==> src/rtl/cic_comb_decim.sv <==
// Comb/decimator half of a CIC decimation filter: decimates by 2^os_sel, runs
// N_STAGE differentiators at the decimated rate, removes the R^N gain and saturates.
module cic_comb_decim #(
   parameter int IDW     = 23,
   parameter int ODW     = 16,
   parameter int N_STAGE = 1
) (
   input  logic           clk,
   input  logic           reset_n,
   input  logic           enable,
   input  logic [2:0]     os_sel,
   input  logic [IDW-1:0] data_in,
   output logic [ODW-1:0] data_out,
   output logic           data_vld,
   output logic [1:0]     sat_flag,
   output logic           os_err
);

   localparam logic [2:0] WARM_INIT = 3'(N_STAGE);
   localparam logic signed [IDW:0] SAT_MAX = {{(IDW-ODW+2){1'b0}}, {(ODW-1){1'b1}}};
   localparam logic signed [IDW:0] SAT_MIN = {{(IDW-ODW+2){1'b1}}, {(ODW-1){1'b0}}};

   logic [2:0]     r_os_sel_q;
   logic [5:0]     r_dec_cnt;
   logic [IDW-1:0] r_z [N_STAGE];
   logic [2:0]     r_warm;

   logic                  w_change;
   logic                  w_invalid;
   logic [6:0]            w_r;
   logic [5:0]            w_last;
   logic                  w_tick;
   logic [IDW-1:0]        w_x [N_STAGE];
   logic [IDW-1:0]        w_y;
   logic [4:0]            w_s;
   logic signed [IDW:0]   w_ext;
   logic signed [IDW:0]   w_round;
   logic signed [IDW:0]   w_v;
   logic                  w_pos_clamp;
   logic                  w_neg_clamp;
   logic [ODW-1:0]        w_sat_val;

   // A change of os_sel restarts the filter and always wins over a tick.
   assign w_change  = (os_sel != r_os_sel_q);
   assign w_invalid = (os_sel == 3'b111);
   assign w_r       = 7'd1 << os_sel;
   assign w_last    = (os_sel == 3'd0 || w_invalid) ? 6'd0 : 6'(w_r - 7'd1);
   assign w_tick    = enable && !w_change && (r_dec_cnt == w_last);

   always_comb begin
      logic [IDW-1:0] v_acc;
      v_acc = data_in;
      for (int k = 0; k < N_STAGE; k++) begin
         w_x[k] = v_acc;
         v_acc  = v_acc - r_z[k];
      end
      w_y = v_acc;
   end

   // Gain removal: round half up, then arithmetic shift in IDW+1 bits.
   assign w_s         = (os_sel == 3'd0 || w_invalid) ? 5'd0 : 5'(int'(os_sel) * N_STAGE);
   assign w_ext       = {w_y[IDW-1], w_y};
   assign w_round     = (w_s == 5'd0) ? '0 : ({{IDW{1'b0}}, 1'b1} << (w_s - 5'd1));
   assign w_v         = (w_ext + w_round) >>> w_s;
   assign w_pos_clamp = (w_v > SAT_MAX);
   assign w_neg_clamp = (w_v < SAT_MIN);
   assign w_sat_val   = w_pos_clamp ? {1'b0, {(ODW-1){1'b1}}} :
                        w_neg_clamp ? {1'b1, {(ODW-1){1'b0}}} : w_v[ODW-1:0];

   // data_vld is a single-cycle strobe with no back-pressure: data_out is new
   // in the cycle data_vld is high and holds until the next strobe.
   always_ff @(posedge clk or negedge reset_n) begin
      if (!reset_n) begin
         r_os_sel_q <= 3'd0;
         r_dec_cnt  <= 6'd0;
         r_warm     <= WARM_INIT;
         for (int k = 0; k < N_STAGE; k++) r_z[k] <= '0;
         data_out   <= '0;
         data_vld   <= 1'b0;
         sat_flag   <= 2'b00;
         os_err     <= 1'b0;
      end else begin
         r_os_sel_q <= os_sel;
         os_err     <= w_invalid;
         data_vld   <= 1'b0;
         if (w_change) begin
            r_dec_cnt <= 6'd0;
            r_warm    <= WARM_INIT;
            for (int k = 0; k < N_STAGE; k++) r_z[k] <= '0;
         end else if (enable) begin
            if (w_tick) begin
               r_dec_cnt <= 6'd0;
               for (int k = 0; k < N_STAGE; k++) r_z[k] <= w_x[k];
               data_out <= w_sat_val;
               if (w_pos_clamp || w_neg_clamp) sat_flag <= {w_neg_clamp, ~sat_flag[0]};
               if (r_warm != 3'd0) r_warm <= r_warm - 3'd1;
               else                data_vld <= 1'b1;
            end else begin
               r_dec_cnt <= r_dec_cnt + 6'd1;
            end
         end
      end
   end

endmodule

==> config.mk <==
export PLATFORM = sky130hd
export DESIGN_NAME = cic_comb_decim
export DESIGN_NICKNAME = d
export VERILOG_FILES = /design/src/rtl/cic_comb_decim.sv
export SDC_FILE = /design/constraint.sdc
export NUM_CORES = 1
export LEC_CHECK = 0
export CELL_PAD_IN_SITES_DETAIL_PLACEMENT = 0
export CELL_PAD_IN_SITES_GLOBAL_PLACEMENT = 1
export CORE_AREA = 2 2 161 84
export CTS_CLUSTER_SIZE = 20
export DETAILED_ROUTE_END_ITERATION = 16
export DIE_AREA = 0 0 163 86
export GPL_TIMING_DRIVEN = 0
export HOLD_SLACK_MARGIN = 0.03
export PLACE_DENSITY = 0.88
export SLEW_MARGIN = 20
export SYNTH_ARGS = -nofsm -noshare
export SYNTH_HDL_FRONTEND = slang
export SYNTH_SLANG_ARGS = --single-unit
export TNS_END_PERCENT = 100
==> constraint.sdc <==
create_clock -name clk -period 10.57 [get_ports clk]
set_input_delay 2.6425 -clock clk [delete_from_list [all_inputs] [get_ports clk]]
set_output_delay 2.6425 -clock clk [all_outputs]
set_load 0.01 [all_outputs]
==> results of run 1 <==
==> per-stage QoR <==
stage	instances	hold WS (ps)	area [sq um]	power, mW	setup WS (ps)
CTS	1018	512.7	6913	0.8380	1979
detailed placement	1010	494.2	6739	0.6328	1711
floorplan	792	501.5	6038	0.5168	3167
global placement	1009	462.3	6721	0.6284	1644
finish	1018	508.6	6913	0.8443	1920
global route	1018	534.3	6913	0.8977	1454
==> worst max-delay path by stage <==
stage / cells past startpoint / from / end / slack [ps]
finish: 22 / os_sel[0] / data_out[8] / 1920
CTS: 22 / os_sel[0] / data_out[8] / 1980
global route: 26 / data_in[1] / data_out[4] / 1450
floorplan: 24 / data_in[1] / sat_flag[0] / 3170
detailed placement: 22 / os_sel[0] / data_out[3] / 1710
global placement: 22 / os_sel[0] / data_out[8] / 1640
==> flip-flops by register name, indices dropped and copies added (netlist names) <==
register	cells
os_err	1
r_warm	3
data_out	16
r_z	23
r_dec_cnt	6
data_vld	1
r_os_sel_q	3
sat_flag	2
==> layout by cell type, fill, tap and decap left out, types with 7 or more instances in the layout <==
master	count
or3_1	7
a21o_1	17
dfrtp_1	54
a211oi_1	13
nor3_1	12
nand2_1	115
a21oi_1	92
mux2i_1	28
nand2b_1	12
xnor2_1	27
a211o_1	7
nor2b_1	7
xor2_1	17
clkbuf_1	29
ha_1	49
inv_1	34
nand3_1	19
o211ai_1	13
and3_1	10
nor2_1	65
clkdlybuf4s50_1	46
conb_1	14
o21ai_0	37
==> layer usage <==
layer  up-vias  track usage  wire length, microns
met4         0      0.03862                   109
met2       145       0.3463                  6537
li1       2941            -                     -
met5         -            0                     0
met3         8      0.03191                   803
met1      2734       0.3682                  8770
==> power by group through the flow <==
stage	Combinational [mW]	Clock, mW	Sequential (mW)
final	0.408	0.203	0.232
after CTS	0.398	0.207	0.233
after floorplan	0.274	0	0.243
after global routing	0.448	0.215	0.234
after global placement	0.392	0	0.237
after detailed placement	0.396	0	0.237
==> cells by family (layout without fill, tap and decap cells) <==
| logic type | after synthesis | count (layout) |
|---|---|---|
| adders and majority gates | 51 | 51 |
| muxes | 29 | 29 |
| AOI/OAI and AO/OA | 244 | 244 |
| and+or+nand+nor | 284 | 284 |
| DFF | 55 | 55 |
| buffers and inverters | 71 | 127 |
| xor gates and xnor gates | 44 | 44 |
| other | 1 | 14 |
==> worst reg2reg max path, stage by stage (launching register included) <==
cell	delay, ps
dfrtp_1	380
inv_1	100
ha_1	230
nor2b_1	130
o21ai_0	220
a21boi_0	170
o21ai_0	270
a21oi_1	170
a31oi_1	370
o21a_1	230
a21oi_1	130
a31o_2	260
a21oi_1	170
xnor2_1	100
ha_1	290
clkbuf_1	210
nand4_1	170
and2_1	180
nor2_1	70
o211a_2	280
a211oi_1	800
o21ai_0	160
a221oi_1	390
a211o_1	220
o21ai_2	120
buf_4	190
a21oi_1	130
==> layout make-up <==
cell class	instances	share of cell area
inverter	35	0.01900
multi-input combinational	666	0.6328
clock buffer	6	0.02009
buffer	36	0.02244
timing repair buffer	48	0.07059
sequential	55	0.1993
tap	170	0.03077
clock inverter	2	0.005068
==> run_results.csv, run 1 <==
group,metric,value,unit
worst_setup_path,worst-path-max-fanout,10,
detailed_routing,wl,16220,microns
worst_setup_path,critical-path-max-stage-delay,610,ps
clocking,cts.hold.buffers_added,0,
placed_design,place.gp.congestion,0.9132,
yosys,synth_common_cells,"115 x nand2_1, 92 x a21oi_1, 65 x nor2_1",
detailed_routing,ant_nets,0,
worst_setup_path,r2r-start,"r_z[1]",
global_route,grt_use_total,0.2356,
clocking,path_clk_slew,80,ps
power_and_ir_drop,p_int,0.5094,mW
detailed_routing,drtIter0Drc,536,
yosys,synth_compound_gate_area_share,0.2745,
clocking,postCtsSetupRepairBufs,0,
worst_setup_path,cp.required,10790,ps
layout,drive_gt1_frac,0.05071,
yosys,synth_top_family_by_area,"compound AO/OA/AOI/OAI gates",
power_and_ir_drop,switchingPower,0.3349,mW
clocking,cts_root_buf,"clkbuf_16",
yosys,synth-xor-area-share,0.06434,
worst_setup_path,r2r_setup_slack,4350,ps
sta,tns,0,ps
placed_design,io_buffers,47,
layout,diodes,0,
yosys,yosys.cell_count.top_type,"nand2_1",
layout,seq_area,0.001378,sq mm
die,die_area,0.01402,sq mm
clocking,cts_buffers,5,
sta,min_period,8650,ps
detailed_routing,remaining_drc_errors,0,
worst_setup_path,reg2reg_depth,26,
global_route,grt_pass1_wl,26320,microns
detailed_routing,via_per_inst,5.725,
clocking,htreeDepth,2,
placed_design,hpwl,13060,microns
sta,fmax,115.6,MHz
min_path,hold_end,"data_out[15]",
detailed_routing,wl_per_cell,15.93,microns
worst_setup_path,crit_path_end_kind,"register",
yosys,synthAdderAreaFrac,0.1090,
sta,finalMaxSlewViolations,0,
yosys,synth_top_area_frac,0.2256,
worst_setup_path,start_kind,"primary input",
yosys,yosysTopAreaCell,"dfrtp_1",
worst_setup_path,crit_type,"primary input to register",
die,core-area,0.01252,sq mm
sta,hold_viol_final,0,
layout,fin_util,0.5522,
yosys,yosysUniqueCellTypes,81,
power_and_ir_drop,p_leak,2.866,nW
worst_setup_path,crit_arrival,8870,ps
clocking,cts_buffer_depth,2,
clocking,cts_tree,"built",
sta,timing.final.crit_share,0.8184,
yosys,yosysSeqAreaShare,0.2300,
layout,multi_input_area,0.004374,sq mm
yosys,synth_area,0.005989,sq mm
die,dieWidth,163,microns
die,die_y,86,microns
global_route,grt_start_max_net_pins,36,
die,num_io_pins,49,
worst_setup_path,worstPathCellList,"clkdlybuf4s50_1 > clkbuf_1 > a21boi_1 > inv_2 > buf_1 > ha_1 > nand2b_1 > nor2_1 > ha_1 > fa_1 > a211oi_2 > o211ai_1 > a21oi_1 > o211ai_1 > o31ai_1 > xor2_1 > a211oi_2 > o2111ai_2 > o41ai_4 > buf_6 > a21boi_2 > a41oi_2",
yosys,syn_inst,779,
power_and_ir_drop,combPwrFrac,0.484,
detailed_routing,first_pass_iters,5,
sta,relSlewSlack,0.3609,
worst_setup_path,worstReg2RegEnd,"data_out[11]",
clocking,clk_latency,300,ps
worst_setup_path,crit_family,"compound AO/OA/AOI/OAI gates",
worst_setup_path,cp_num_buf_inv,5,
power_and_ir_drop,ir_drop,0.00007394,V
yosys,synth_ff_type,"dfrtp_1",
yosys,async_flop_share,1.000,
die,initial_core_util,0.4785,
power_and_ir_drop,power.share.clock,0.241,
yosys,ys_ff_latch,55,
sta,rsz0062_at_grt,"no",
layout,fillers,1241,
power_and_ir_drop,power.density,122.1,mW/mm^2
yosys,synth_edf_count,0,
global_route,grt_pass1_vias,5221,
worst_setup_path,critical-path-slowest-cell,"o31ai_1",
die,num_rows,29,
status,status,"complete, no violations",
yosys,synth_simple_gate_area_frac,0.2250,
layout,final_nets,927,
clocking,clock-sinks,55,
min_path,hold_path_class,"register to register",
global_route,grt.overflow.total,0,
global_route,antenna_found_initial,0,
layout,area_delta_synth_final,15.42,%
yosys,yosysWarningCount,0,
sta,finClkSkew,9.441,ps
yosys,yosys-mux-area-fraction,0.04867,
min_path,hold_path_depth,2,
min_path,hold_path_startpoint,"data_out[15]",
job,drv_cap,0,
sta,tightest_slew,952.9,ps
sta,setup_viol,0,
clocking,cts_resized,0,
yosys,synth.avg_cell_area,7.689,sq um
yosys,synth_area_leaders,"dfrtp_1 23%, ha_1 10%, a21oi_1 7.7%",
detailed_routing,dr_total_vias,5828,
power_and_ir_drop,swShare,0.3967,
power_and_ir_drop,seqPwrFrac,0.275,
Note: power is estimated with default switching activity, not from simulation.
==> inputs of run 2 (changes only) <==
--- a/config.mk
+++ b/config.mk
@@ -7,13 +7,13 @@
 export LEC_CHECK = 0
 export CELL_PAD_IN_SITES_DETAIL_PLACEMENT = 0
 export CELL_PAD_IN_SITES_GLOBAL_PLACEMENT = 1
-export CORE_AREA = 2 2 161 84
+export CORE_AREA = 2 2 167 87
 export CTS_CLUSTER_SIZE = 20
 export DETAILED_ROUTE_END_ITERATION = 16
-export DIE_AREA = 0 0 163 86
+export DIE_AREA = 0 0 169 89
 export GPL_TIMING_DRIVEN = 0
 export HOLD_SLACK_MARGIN = 0.03
-export PLACE_DENSITY = 0.88
+export PLACE_DENSITY = 0.82
 export SLEW_MARGIN = 20
 export SYNTH_ARGS = -nofsm -noshare
 export SYNTH_HDL_FRONTEND = slang
==> constraint.sdc (replaced) <==
create_clock -name clk -period 8.1 [get_ports clk]
set_input_delay 2.025 -clock clk [delete_from_list [all_inputs] [get_ports clk]]
set_output_delay 2.025 -clock clk [all_outputs]
set_load 0.01 [all_outputs]
==> run_results.csv, run 2 (synthesis gave the netlist of run 1 again) <==
group,metric,value,unit
status,status,"complete, no violations",
detailed_routing,wl_per_cell,16.45,microns
min_path,hold_path_class,"register to register",
clocking,cts_root_buf,"clkbuf_16",
placed_design,pre_cts_ws,-266.0,ps
worst_setup_path,cpMostUsedCell,"nand2_1",
worst_setup_path,r2r_setup_slack,2210,ps
worst_setup_path,critical-path-max-stage-delay,460,ps
sta,setup_viol,0,
clocking,postCtsSetupRepairBufs,0,
power_and_ir_drop,power.density,163.2,mW/mm^2
clocking,htreeDepth,2,
detailed_routing,wl,16820,microns
sta,hold-worst-slack,486.5,ps
sta,relSlewSlack,0.4966,
layout,multi_input_area,0.004425,sq mm
global_route,antenna_found_initial,0,
sta,tightest_slew,755.0,ps
layout,diodes,0,
detailed_routing,via_per_inst,5.656,
power_and_ir_drop,ir_drop,0.0001118,V
global_route,grt.overflow.total,0,
sta,rsz0062_at_grt,"no",
sta,hold_viol_final,0,
sta,finClkSkew,15.47,ps
worst_setup_path,r2r-start,"r_z[1]",
layout,reg_top3,"r_z x23, data_out x16, r_dec_cnt x6",
clocking,clk_latency,310,ps
layout,final_nets,925,
detailed_routing,first_pass_iters,5,
die,die_y,89,microns
clocking,path_clk_slew,80,ps
worst_setup_path,crit_path_end_kind,"register",
layout,seq_area,0.001378,sq mm
layout,largest-register,"r_z",
power_and_ir_drop,p_leak,2.873,nW
detailed_routing,dr_total_vias,5780,
placed_design,dpl_cell_area,0.006746,sq mm
die,core-area,0.01344,sq mm
placed_design,io_buffers,47,
worst_setup_path,critPathCapture,"data_out[8]",
die,dieWidth,169,microns
die,num_io_pins,49,
clocking,cts_buffers,5,
sta,fin_ws,428.0,ps
worst_setup_path,crit_start,"data_in[0]",
global_route,grt_start_max_net_pins,40,
clocking,clock-sinks,55,
sta,fmax,130.3,MHz
layout,area_delta_synth_final,16.61,%
worst_setup_path,crit_arrival,7850,ps
clocking,cts_tree,"built",
worst_setup_path,crit_type,"primary input to register",
layout,final_cell_mix,"115 x nand2_1, 92 x a21oi_1, 65 x nor2_1, 54 x dfrtp_1, 47 x ha_1",
worst_setup_path,worst-path-max-fanout,10,
clocking,cts.hold.buffers_added,0,
placed_design,hpwl,13380,microns
placed_design,place.gp.congestion,0.8753,
die,num_rows,30,
worst_setup_path,worstReg2RegEnd,"data_out[8]",
global_route,grt_use_total,0.2307,
layout,final_cell_area,0.006984,sq mm
worst_setup_path,reg2reg_depth,25,
worst_setup_path,start_kind,"primary input",
die,die_area,0.01504,sq mm
global_route,grt_pass1_vias,5253,
clocking,cts_buffer_depth,2,
global_route,grt_pass1_wl,27490,microns
detailed_routing,ant_nets,0,
worst_setup_path,critical-path-slowest-cell,"or3b_1",
sta,finalMaxSlewViolations,0,
power_and_ir_drop,finalPower,1.140,mW
layout,layout_commonest_cell,"nand2_1",
layout,drive_gt1_frac,0.06147,
detailed_routing,drtIter0Drc,439,
layout,fillers,1350,
sta,timing.final.crit_share,0.9472,
min_path,hold_path_startpoint,"data_out[15]",
die,initial_core_util,0.4457,
clocking,cts_resized,0,
job,drv_cap,0,
detailed_routing,remaining_drc_errors,0,
layout,largest_reg_flops,23,
sta,min_period,7672,ps
worst_setup_path,cp.required,8280,ps
## run 2: changes by cell type in the layout (fill, tap and decap cells not counted), sizes merged
| cell | change |
|---|---|
| bufinv | +1 |
| clkinv | -1 |
| clkbuf | -2 |
| clkinvlp | +1 |
| buf | -1 |
## run 2: metrics by stage
stage	instances	util	setup TNS (ps)
6_report	1022	0.5197	0
3_5_place_dp	1016	0.5020	-3864
4_1_cts	1024	0.5164	0
2_1_floorplan	792	-	0
3_3_place_gp	1015	0.5007	-4388
5_1_grt	1022	0.5197	0
## run 2: where the power goes
| group | total [mW] | switching, mW | leakage [nW] | internal, mW |
|---|---|---|---|---|
| Combinational | 0.544 | 0.322 | 2.04 | 0.222 |
| Clock | 0.292 | 0.115 | 0.0900 | 0.178 |
| Sequential | 0.304 | 0.0114 | 0.744 | 0.292 |
## run 2: metal layers
| layer | vias to the layer above | global-route usage | wire, microns |
|---|---|---|---|
| li1 | 2922 | - | - |
| met1 | 2730 | 0.3593 | 9425 |
| met2 | 118 | 0.3413 | 6610 |
| met3 | 10 | 0.03320 | 659 |
| met4 | 0 | 0.03497 | 119 |
| met5 | - | 0 | 0 |
## run 2: final cells by class
type	count	share of cell area
well taps	176	0.03153
clock inverters	3	0.009674
inverters	35	0.01881
flip-flops and latches	55	0.1972
repair buffers	48	0.06987
clock buffers	5	0.01791
plain buffers	34	0.02132
multi-input cells	666	0.6336
## run 2: worst min-delay path by stage
| stage | endpoint | slack (ps) | cells past startpoint |
|---|---|---|---|
| CTS | data_out[15] | 490 | 2 |
| floorplan | r_z[10] | 500 | 2 |
| detailed placement | data_out[15] | 470 | 2 |
| global placement | data_out[15] | 460 | 2 |
| finish | data_out[15] | 490 | 2 |
| global route | data_out[15] | 540 | 2 |
## run 2: critical path, delay by kind of cell
| kind | cells | cell delay, ps |
|---|---|---|
| buf+inv | 4 | 800 |
| xor+xnor | 1 | 170 |
| fa+ha+maj | 3 | 980 |
| compound gates | 9 | 2270 |
| simple gates | 8 | 1580 |
==> inputs of run 3 (changes only) <==
--- a/config.mk
+++ b/config.mk
@@ -13,6 +13,7 @@
 export DIE_AREA = 0 0 169 89
 export GPL_TIMING_DRIVEN = 0
 export HOLD_SLACK_MARGIN = 0.03
+export MAX_ROUTING_LAYER = met4
 export PLACE_DENSITY = 0.82
 export SLEW_MARGIN = 20
 export SYNTH_ARGS = -nofsm -noshare
==> run_results.csv, run 3 (synthesis gave the netlist of run 1 again) <==
group,metric,value,unit
placed_design,pre_cts_ws,-283.0,ps
die,dieWidth,169,microns
layout,drive_gt1_frac,0.06139,
clocking,cts.hold.buffers_added,0,
placed_design,dpl_cell_area,0.006746,sq mm
power_and_ir_drop,p_leak,2.880,nW
global_route,grt_pass1_vias,5393,
worst_setup_path,critical-path-slowest-cell,"clkdlybuf4s50_1",
worst_setup_path,crit_path_end_kind,"register",
die,num_io_pins,49,
worst_setup_path,cp_num_buf_inv,2,
layout,largest-register,"r_z",
job,drv_cap,0,
sta,timing.final.crit_share,0.9462,
sta,fmax,130.5,MHz
detailed_routing,dr_wl_met2,6728,microns
sta,min_period,7665,ps
power_and_ir_drop,seqPwrFrac,0.265,
layout,final_cells,1023,
die,die_area,0.01504,sq mm
layout,layout_commonest_cell,"nand2_1",
clocking,clk_latency,320,ps
sta,hold_viol_final,0,
sta,hold-worst-slack,497.8,ps
worst_setup_path,cpMostUsedCell,"a21oi_1",
worst_setup_path,critPathCapture,"data_out[6]",
worst_setup_path,worstReg2RegEnd,"data_out[6]",
worst_setup_path,crit_arrival,7910,ps
clocking,htreeDepth,2,
layout,final_nets,926,
placed_design,place.gp.congestion,0.8949,
worst_setup_path,crit_type,"primary input to register",
detailed_routing,via_per_inst,5.672,
sta,fin_ws,435.4,ps
layout,fin_util,0.5199,
clocking,path_clk_slew,90,ps
clocking,cts_root_buf,"clkbuf_16",
power_and_ir_drop,finalPower,1.146,mW
clocking,cts_buffer_depth,2,
power_and_ir_drop,power.density,164.1,mW/mm^2
worst_setup_path,r2r-start,"r_z[1]",
global_route,grt_pass1_wl,28120,microns
worst_setup_path,start_kind,"primary input",
detailed_routing,drtIter0Drc,376,
power_and_ir_drop,swShare,0.3952,
global_route,grt_use_total,0.2430,
worst_setup_path,reg2reg_depth,25,
sta,finalMaxSlewViolations,0,
detailed_routing,drt-met1-wl,9319,microns
detailed_routing,highest_layer,"met4",
detailed_routing,wl_met3,914,microns
worst_setup_path,critical_path_depth,25,
die,initial_core_util,0.4457,
worst_setup_path,cp.required,8340,ps
sta,rsz0062_at_grt,"no",
power_and_ir_drop,p_int,0.6932,mW
worst_setup_path,crit_start,"data_in[1]",
placed_design,io_buffers,47,
die,core-area,0.01344,sq mm
detailed_routing,wl,17060,microns
sta,finClkSkew,16.11,ps
worst_setup_path,crit_family,"compound AO/OA/AOI/OAI gates",
layout,largest_reg_flops,23,
global_route,grt_start_max_net_pins,36,
die,num_rows,30,
clocking,cts_buffers,5,
worst_setup_path,worst-path-max-fanout,10,
detailed_routing,wl_per_cell,16.68,microns
die,die_y,89,microns
clocking,clock-sinks,55,
layout,final_cell_mix,"115 x nand2_1, 92 x a21oi_1, 65 x nor2_1, 54 x dfrtp_1, 48 x ha_1",
global_route,grt.overflow.total,0,
detailed_routing,dr_total_vias,5802,
detailed_routing,remaining_drc_errors,0,
power_and_ir_drop,power.share.clock,0.258,
power_and_ir_drop,switchingPower,0.4530,mW
layout,area_delta_synth_final,16.65,%
worst_setup_path,critical-path-max-stage-delay,550,ps
min_path,hold_path_class,"register to register",
layout,final_cell_area,0.006987,sq mm
layout,reg_top3,"r_z x23, data_out x16, r_dec_cnt x6",
detailed_routing,ant_nets,0,
worst_setup_path,r2r_setup_slack,2220,ps
sta,tightest_slew,684.4,ps
sta,tns,0,ps
detailed_routing,first_pass_iters,6,
sta,setup_viol,0,
sta,relSlewSlack,0.5438,
clocking,cts_tree,"built",
global_route,antenna_found_initial,0,
power_and_ir_drop,combPwrFrac,0.477,
placed_design,hpwl,13690,microns
placed_design,place_inst,1016,
power_and_ir_drop,ir_drop,0.0001158,V
layout,diodes,0,
status,status,"complete, no violations",
run 3: layout make-up:
| cell class | count | area [sq um] |
|---|---|---|
| fillers | 1372 | 6451 |
| multi-input cells | 666 | 4420 |
| flip-flops and latches | 55 | 1378 |
| repair buffers | 49 | 495.5 |
| well taps | 176 | 220.2 |
| plain buffers | 34 | 148.9 |
| inverters | 35 | 131.4 |
| clock buffers | 5 | 125.1 |
| clock inverters | 3 | 67.56 |
run 3: worst register-to-register path, stage by stage, from the launching register on:
cell and delay (ps):
dfrtp_1 390, inv_1 100, ha_1 230, nor2b_1 130, o21ai_0 220, a21boi_0 190, o21ai_1 200, a21oi_1 140
a31oi_2 310, o21a_1 220, a21oi_1 120, a31o_2 260, a21oi_1 170, xnor2_1 110, ha_2 370, nand4_1 150
and2_1 180, nor2_1 60, o211a_2 290, a211o_4 390, a221oi_2 410, o2111ai_2 240, o41ai_4 480, buf_6 200
mux2i_1 80, a21oi_1 150
run 3: routing by layer:
metal  GRT usage  up-vias
met3     0.03630       12
met1      0.3565     2722
li1            -     2928
met2      0.3618      140
met5           -        -
met4     0.03186        0
run 3: how the worst min path moves through the flow:
stage / startpoint / endpoint / slack (ps) / cells past startpoint
final: data_out[15] / data_out[15] / 500 / 2
after global routing: r_z[5] / r_z[5] / 540 / 2
after CTS: data_out[15] / data_out[15] / 500 / 2
after detailed placement: data_out[15] / data_out[15] / 480 / 2
after global placement: data_out[15] / data_out[15] / 460 / 2
after floorplan: r_z[10] / r_z[10] / 500 / 2
run 3: timing repair:
item / in CTS / in global routing
resized for setup: 1 / 9
pin swaps: 0 / 0
cloned: 0 / 0
setup buffers: 0 / 1
endpoints found under the setup margin: 2 / 17
run 3: power by group through the flow:
stage          logic (mW)  registers, mW  clock network [mW]
2_1_floorplan       0.358          0.317                   0
3_3_place_gp        0.520          0.309                   0
3_5_place_dp        0.523          0.310                   0
4_1_cts             0.527          0.304               0.300
5_1_grt             0.604          0.307               0.313
6_report            0.546          0.304               0.296
